$ cat config.mk
export PLATFORM = sky130hd
export DESIGN_NAME = rv_wb_arbiter
export DESIGN_NICKNAME = d
export VERILOG_FILES = /design/src/rtl/rv_wb_pkg.sv /design/src/rtl/rv_wb_watchdog.sv /design/src/rtl/rv_wb_arbiter.sv
export SDC_FILE = /design/constraint.sdc
export NUM_CORES = 1
export LEC_CHECK = 0
export ABC_AREA = 1
export CAP_MARGIN = 40
export CORE_MARGIN = 3
export CORE_UTILIZATION = 30
export DETAILED_ROUTE_END_ITERATION = 6
export MAX_ROUTING_LAYER = met4
export PLACE_DENSITY = 0.8
export SYNTH_ARGS = -nofsm -noshare
export SYNTH_HDL_FRONTEND = slang
export SYNTH_SLANG_ARGS = --single-unit
$ cat constraint.sdc
create_clock -name i_clk -period 1.46 [get_ports i_clk]
set_input_delay 0.146 -clock i_clk [delete_from_list [all_inputs] [get_ports i_clk]]
set_output_delay 0.146 -clock i_clk [all_outputs]
set_load 0.01 [all_outputs]
$ cat src/rtl/rv_wb_pkg.sv
// Shared types and constants for the I/D Wishbone sequencing arbiter.
package rv_wb_pkg;

    localparam int unsigned WB_AW = 32;
    localparam int unsigned WB_DW = 32;
    localparam int unsigned WB_SW = 4;

    localparam logic [WB_SW-1:0] WB_SEL_ALL = 4'hF;

    typedef enum logic [1:0] {
        IDLE  = 2'd0,
        BUS_I = 2'd1,
        BUS_D = 2'd2
    } state_e;

    typedef enum logic {
        GNT_I = 1'b0,
        GNT_D = 1'b1
    } grant_e;

    // Request payload latched at grant and held for the whole bus cycle.
    typedef struct packed {
        logic [WB_AW-1:0] adr;
        logic [WB_DW-1:0] dat;
        logic             we;
        logic [WB_SW-1:0] sel;
    } wb_req_t;

endpackage

$ cat src/rtl/rv_wb_watchdog.sv
// Bus-cycle watchdog: counts cycles while a cycle is in flight and flags
// expiry at count TIMEOUT-1 unless ack arrives on that same cycle.
module rv_wb_watchdog #(
    parameter int unsigned TIMEOUT = 16
) (
    input  logic i_clk,
    input  logic i_reset,
    input  logic i_run,
    input  logic i_ack,
    output logic o_expire
);

    localparam int unsigned CW = $clog2(TIMEOUT);

    logic [CW-1:0] cnt_q;
    logic [CW-1:0] cnt_d;

    always_comb begin
        cnt_d = '0;
        if (i_run) begin
            cnt_d = cnt_q + CW'(1);
        end
    end

    always_ff @(posedge i_clk) begin
        if (i_reset) begin
            cnt_q <= '0;
        end else begin
            cnt_q <= cnt_d;
        end
    end

    assign o_expire = i_run && !i_ack && (cnt_q == CW'(TIMEOUT - 1));

endmodule

$ cat src/rtl/rv_wb_arbiter.sv
// Shares one classic Wishbone master port between fetch (I) and load/store (D),
// round-robin on ties. Define RV_WB_TIMEOUT_EN to build the ack watchdog.
module rv_wb_arbiter
    import rv_wb_pkg::*;
#(
    parameter int unsigned TIMEOUT = 16
) (
    input  logic             i_clk,
    input  logic             i_reset,
    input  logic             i_i_req,
    input  logic [WB_AW-1:0] i_i_adr,
    output logic             o_i_ack,
    output logic             o_i_err,
    output logic [WB_DW-1:0] o_i_dat,
    input  logic             i_d_req,
    input  logic [WB_AW-1:0] i_d_adr,
    input  logic [WB_DW-1:0] i_d_dat,
    input  logic             i_d_we,
    input  logic [WB_SW-1:0] i_d_sel,
    output logic             o_d_ack,
    output logic             o_d_err,
    output logic [WB_DW-1:0] o_d_dat,
    output logic [WB_AW-1:0] o_wb_adr,
    output logic [WB_DW-1:0] o_wb_dat,
    output logic             o_wb_we,
    output logic [WB_SW-1:0] o_wb_sel,
    output logic             o_wb_stb,
    output logic             o_wb_cyc,
    input  logic [WB_DW-1:0] i_wb_dat,
    input  logic             i_wb_ack
);

    if ((TIMEOUT < 2) || (TIMEOUT > 255)) begin : g_bad_timeout
        $error("rv_wb_arbiter: TIMEOUT must be in 2..255");
    end

    state_e  state_q, state_d;
    grant_e  last_q, last_d;
    wb_req_t req_q, req_d;
    logic    expire;
    logic    ack_ok;

    // Reset abandons the cycle, so an ack arriving in the reset cycle is dropped.
    assign ack_ok = i_wb_ack && !i_reset;

    always_comb begin
        state_d = state_q;
        last_d  = last_q;
        req_d   = req_q;
        unique case (state_q)
            IDLE: begin
                if (i_d_req && (!i_i_req || (last_q == GNT_I))) begin
                    state_d = BUS_D;
                    last_d  = GNT_D;
                    req_d   = '{adr: i_d_adr, dat: i_d_dat, we: i_d_we, sel: i_d_sel};
                end else if (i_i_req) begin
                    state_d = BUS_I;
                    last_d  = GNT_I;
                    req_d   = '{adr: i_i_adr, dat: '0, we: 1'b0, sel: WB_SEL_ALL};
                end
            end
            BUS_I, BUS_D: begin
                if (i_wb_ack || expire) begin
                    state_d  = IDLE;
                    req_d.we = 1'b0;
                end
            end
            default: state_d = IDLE;
        endcase
    end

    always_ff @(posedge i_clk) begin
        if (i_reset) begin
            state_q <= IDLE;
            last_q  <= GNT_I;
            req_q   <= '0;
        end else begin
            state_q <= state_d;
            last_q  <= last_d;
            req_q   <= req_d;
        end
    end

    assign o_wb_cyc = (state_q != IDLE);
    assign o_wb_stb = (state_q != IDLE);
    assign o_wb_adr = req_q.adr;
    assign o_wb_dat = req_q.dat;
    assign o_wb_we  = req_q.we;
    assign o_wb_sel = req_q.sel;

    assign o_i_ack = (state_q == BUS_I) && ack_ok;
    assign o_d_ack = (state_q == BUS_D) && ack_ok;
    assign o_i_dat = o_i_ack ? i_wb_dat : '0;
    assign o_d_dat = o_d_ack ? i_wb_dat : '0;

`ifdef RV_WB_TIMEOUT_EN
    rv_wb_watchdog #(
        .TIMEOUT (TIMEOUT)
    ) u_watchdog (
        .i_clk    (i_clk),
        .i_reset  (i_reset),
        .i_run    (state_q != IDLE),
        .i_ack    (i_wb_ack),
        .o_expire (expire)
    );

    assign o_i_err = (state_q == BUS_I) && expire && !i_reset;
    assign o_d_err = (state_q == BUS_D) && expire && !i_reset;
`else
    assign expire  = 1'b0;
    assign o_i_err = 1'b0;
    assign o_d_err = 1'b0;
`endif

endmodule

-- Yosys cells after proc, flatten, opt, wreduce, memory -nomap -nowiden
Cells that the tools add are included.
- ROM bits: 0
- bits in latches: 0
- bits of input ports: 138
- register bits: 72
- logic and storage cells: 38
- memory bits (writable): 0
- memories kept: 0
- bitwise logic cells: 1
- reductions and logical operators: 15
- magnitude comparators: 0
- multipliers: 0
- equality and inequality tests: 4
- shifts and indexed selects: 0
- mux-type cells: 12
- add/subtract/negate cells: 0
- div/mod/pow operators: 0
- operator list (kind ; number):
    2-to-1 mux 69 bit ; 2
    2-to-1 mux 32 bit ; 2
    2-to-1 mux 2 bit ; 3
    nonzero test 2 bit ; 3
    logical AND 1 bit ; 4
    case mux 2 bit (2 select lines) ; 1
    AND reduction 2 bit ; 2
    2-to-1 mux 1 bit ; 3
    != test 3 bit, second input constant ; 1
    AND reduction 3 bit ; 1
    == test 2 x 1 -> 1 bit, second input constant ; 1
    == test 2 bit, second input constant ; 1
    zero test 1 bit ; 2
    zero test 2 bit ; 1
    != test 2 bit, second input constant ; 1
    case mux 1 bit (2 select lines) ; 1
    OR reduction 2 bit ; 1
    logical OR 1 bit ; 1
    inverter 1 bit ; 1

-- Depth between registers and ports, before layout
- word-level depth: 5
- mapped depth: 10
- gate-level depth less buffers: 8

-- Least setup slack after synthesis
Ideal clock, no wire load.
- path type: flip-flop to flip-flop
- start point: register state_q[0]
- end point: register req_q, in the netlist o_wb_dat[10]
- arrival time: 1.360 ns
- required time: 1.390 ns
- slack: 0.030 ns
- stages on the path, launching flop included: 11
- setup time: 0.070 ns
- path buffers: 3
- cells stage by stage: dfxtp_1 inv_1 ha_1 inv_2 nor2_2 buf_6 inv_2 buf_6 buf_6 nand2_1 a21oi_1
- cells in the longest elaborated chain, start to end: 2
- RTL lines (element ; line ; RTL):
    start: declaration ; rv_wb_arbiter.sv:37 ; state_e state_q, state_d;
    start signal: assignment ; rv_wb_arbiter.sv:78 ; state_q <= state_d;
    zero test 2 bit ; rv_wb_arbiter.sv:50 ; unique case (state_q)
    AND reduction 2 bit (no line) ; n/a ;
    end signal: assignment ; rv_wb_arbiter.sv:80 ; req_q <= req_d;
    end: declaration ; rv_wb_arbiter.sv:39 ; wb_req_t req_q, req_d;
No other way between the ends.
A chain may end at the register's enable or synchronous reset.

-- Worst setup path after layout
- start point: register state_q[0]
- end point: output o_d_dat[12]
- cells in the longest elaborated chain, start to end: 3
- RTL lines (element ; line ; RTL):
    == test 2 bit ; rv_wb_arbiter.sv:92 ; assign o_d_ack = (state_q == BUS_D) && ack_ok;
    logical AND 1 bit ; rv_wb_arbiter.sv:92 ;
    2-to-1 mux 32 bit ; rv_wb_arbiter.sv:94 ; assign o_d_dat = o_d_ack ? i_wb_dat : '0;
    end: declaration ; rv_wb_arbiter.sv:22 ; output logic [WB_DW-1:0] o_d_dat,
No other way between the ends.

==> impl_results.md <==
* Setup violators final at 125
* Pwr/cell area at 1020 mW/mm^2
* Status: finished with violations
* Ys Warns at 0
* Crit start category: flop
* Clk buf depth at 2
* Hold Fails Final Rpt at 0
* N_diodes at 0
* First-pass GRT wire length at 20900 um
* Share of layout cells above drive strength 1 at 22.3%
* Filler instances at 914
* Max_cap viols at 0
* Via count at 4443
* Skew-Pair Late Insertion Delay at 0.33 ns
* CTS buffer count at 9
* Final non-filler cell area at 0.00727 mm^2
* Worst r2r src: state_q[1]
* Antenna-violating nets left at 0
* Drt pass-1 iters at 4
* DRC viols at 0
* VDD IR max at 847 uV
* CTS H-Tree Depth at 3
* Routed wire length at 15300 um
* Hold WS at 0.365 ns
* Worst Hold Depth at 3
* Total grt overflow at 0
* CTS tree: yes
* Dpl cell area at 0.00636 mm^2
* Register area share after synthesis at 41.8%
* RSZ-0062 raised after global routing: true
* Pwr Total at 7.41 mW
* #FFs+latches synth at 72
* Fin. max-slew vios at 0
* Die ar. at 0.0128 mm^2
* Min-delay src: i_d_dat[6]
* Hold EP: o_wb_dat[6]
* Gate Count Post-Synth at 547
* FF-to-FF End: o_wb_dat[19]
* DP HPWL at 9960 um
* Clk sinks at 72
* Area delta synth->final at 111%
* R2R depth at 10
* Vias in the first global route at 4123
* CP required at 1.31 ns
* Worst Clk Skew at 0.00703 ns
* Synth area leader: dfxtp_1
* Critical Path AT at 1.54 ns
* Setup TNS at -10.72 ns
* Initial drt markers at 270
* Hold buffer count at CTS at 0
* Routability Congestion at 0.833
* Cell Area, Synth at 0.00345 mm^2
* CP Capture Type: output port
* Leakage power at 3.27 nW
* CTS clk-pin slew, worst paths at 0.06 ns
* WS Path Type: reg -> out
* Tightest Hold Check Type: in -> reg
* Commonest non-fill, non-tap cell in the layout: clkdlybuf4s50_1
* Root buffer cell: clkbuf_16
* Site Rows at 38
* Largest net degree at the start of global routing at 37
* Top area cells in the synthesized netlist: dfxtp_1 42%, nand2_1 19%, nor2_1 15%
* Synth unique cells at 18
* Avg Vias per Cell at 4.54
* Core Region at 0.0110 mm^2
* Most frequent cells in the layout: 206 x clkdlybuf4s50_1, 172 x nand2_1, 91 x nor2_1
* Avg WL per Cell at 15.7 um
* PortBufs at 274
* Final Cycle Share at 116%
* Number of I/O pins at 277
* Setup slack after layout at -0.230 ns
* Die Span X at 113 um
* Post-layout min period at 1.69 ns
* R2R setup slack at -0.05 ns
* Fmax at 592 MHz
* Initial Util at 31.3%
* Initial antenna violation count at 0
* Crit path max fanout at 8
* Die Ht at 113 um
* Synth Area per Inst at 6.31 um^2
* Failing checks: negative setup slack
* All-Layer GR Usage at 20.9%
* Area share of the largest cell type after synthesis at 41.8%
* Layout Nets at 975
-- repair_timing --
| action | 4_1_cts | 5_1_grt |
|---|---|---|
| resized for setup | 317 | 109 |
| hold endpoints to repair | 0 | 0 |
| setup buffers | 5 | 3 |
| pin swaps | 2 | 6 |
| gates cloned | 4 | 12 |
| endpoints found under the setup margin | 137 | 116 |
-- layer usage --
metal	vias to the layer above	routed length (um)	track usage [%]	share of wire, %
met4	0	315	6.89	2.1
met5	-	0	-	0
met3	26	1010	5.35	6.6
met1	2004	6070	23.9	40
li1	2226	-	-	-
met2	187	7940	35.8	52
-- logic make-up (layout without fill, tap and decap cells) --
logic type	count (synthesis)	after routing	share of synthesized area, %
flops	72	72	41.8
fa+ha+maj	3	3	1.09
other cells	1	2	0.109
simple gates	319	319	35.3
compound gates	71	71	10.3
buf+inv	81	372	11.4
-- report_power, final --
group	total, mW	internal (mW)	leakage (nW)	switching, mW
logic	2.54	1.39	2.51	1.15
clock network	2.55	1.72	0.170	0.833
registers	2.32	2.21	0.595	0.117
total	7.41	5.31	3.27	2.10
-- worst max path at each step --
stage	startpoint	end	slack [ns]	depth (start not counted)
2_1_floorplan	state_q[0]	o_wb_dat[10]	0.03	10
4_1_cts	state_q[0]	o_d_dat[3]	-0.22	7
5_1_grt	state_q[0]	o_d_dat[12]	-0.28	6
3_5_place_dp	i_reset	o_i_dat[28]	-0.38	6
6_report	state_q[0]	o_d_dat[12]	-0.23	6
3_3_place_gp	i_reset	o_i_dat[20]	-0.33	6
-- worst max-delay path: stages, from the launching register on --
cell and delay, ns:
dfxtp_2 0.34, inv_2 0.08, ha_4 0.14, nand3_4 0.17, buf_12 0.22, nor2_1 0.11
buf_2 0.16
-- final cells by class --
cell class              instances  area, um^2  share of cell area (%)
clock buffers                  11         243                    3.34
clock inverters                 5         104                    1.43
inverters                      44         180                    2.48
multi-input cells             395        1930                    26.5
flip-flops and latches         72        1440                    19.8
well taps                     140         175                    2.41
repair buffers                311        3190                    43.8
repair inverters                1        8.76                   0.120
-- state kept, by name (all words and copies together), names as in the netlist --
register / flops
o_wb_adr: 32
o_wb_dat: 32
o_wb_sel: 4
state_q: 2
last_q: 1
o_wb_we: 1
-- cell usage after synthesis (all sizes together) --
cell type	n
clkbuf	7
dfxtp	72
ha	3
nand3	4
inv	44
a21oi	35
conb	1
nand2	173
o21ai	36
buf	30
nor2	142
-- stage by stage --
stage / utilization, % / std cells / worst slack (ns)
final: 65.9 / 979 / -0.230
after global routing: 65.9 / 979 / -0.279
after CTS: 60.9 / 967 / -0.217
after detailed placement: 57.7 / 943 / -0.378
after global placement: 57.7 / 943 / -0.333
after floorplan: - / 548 / 0.0296
Power figures use the tool's default switching activity.
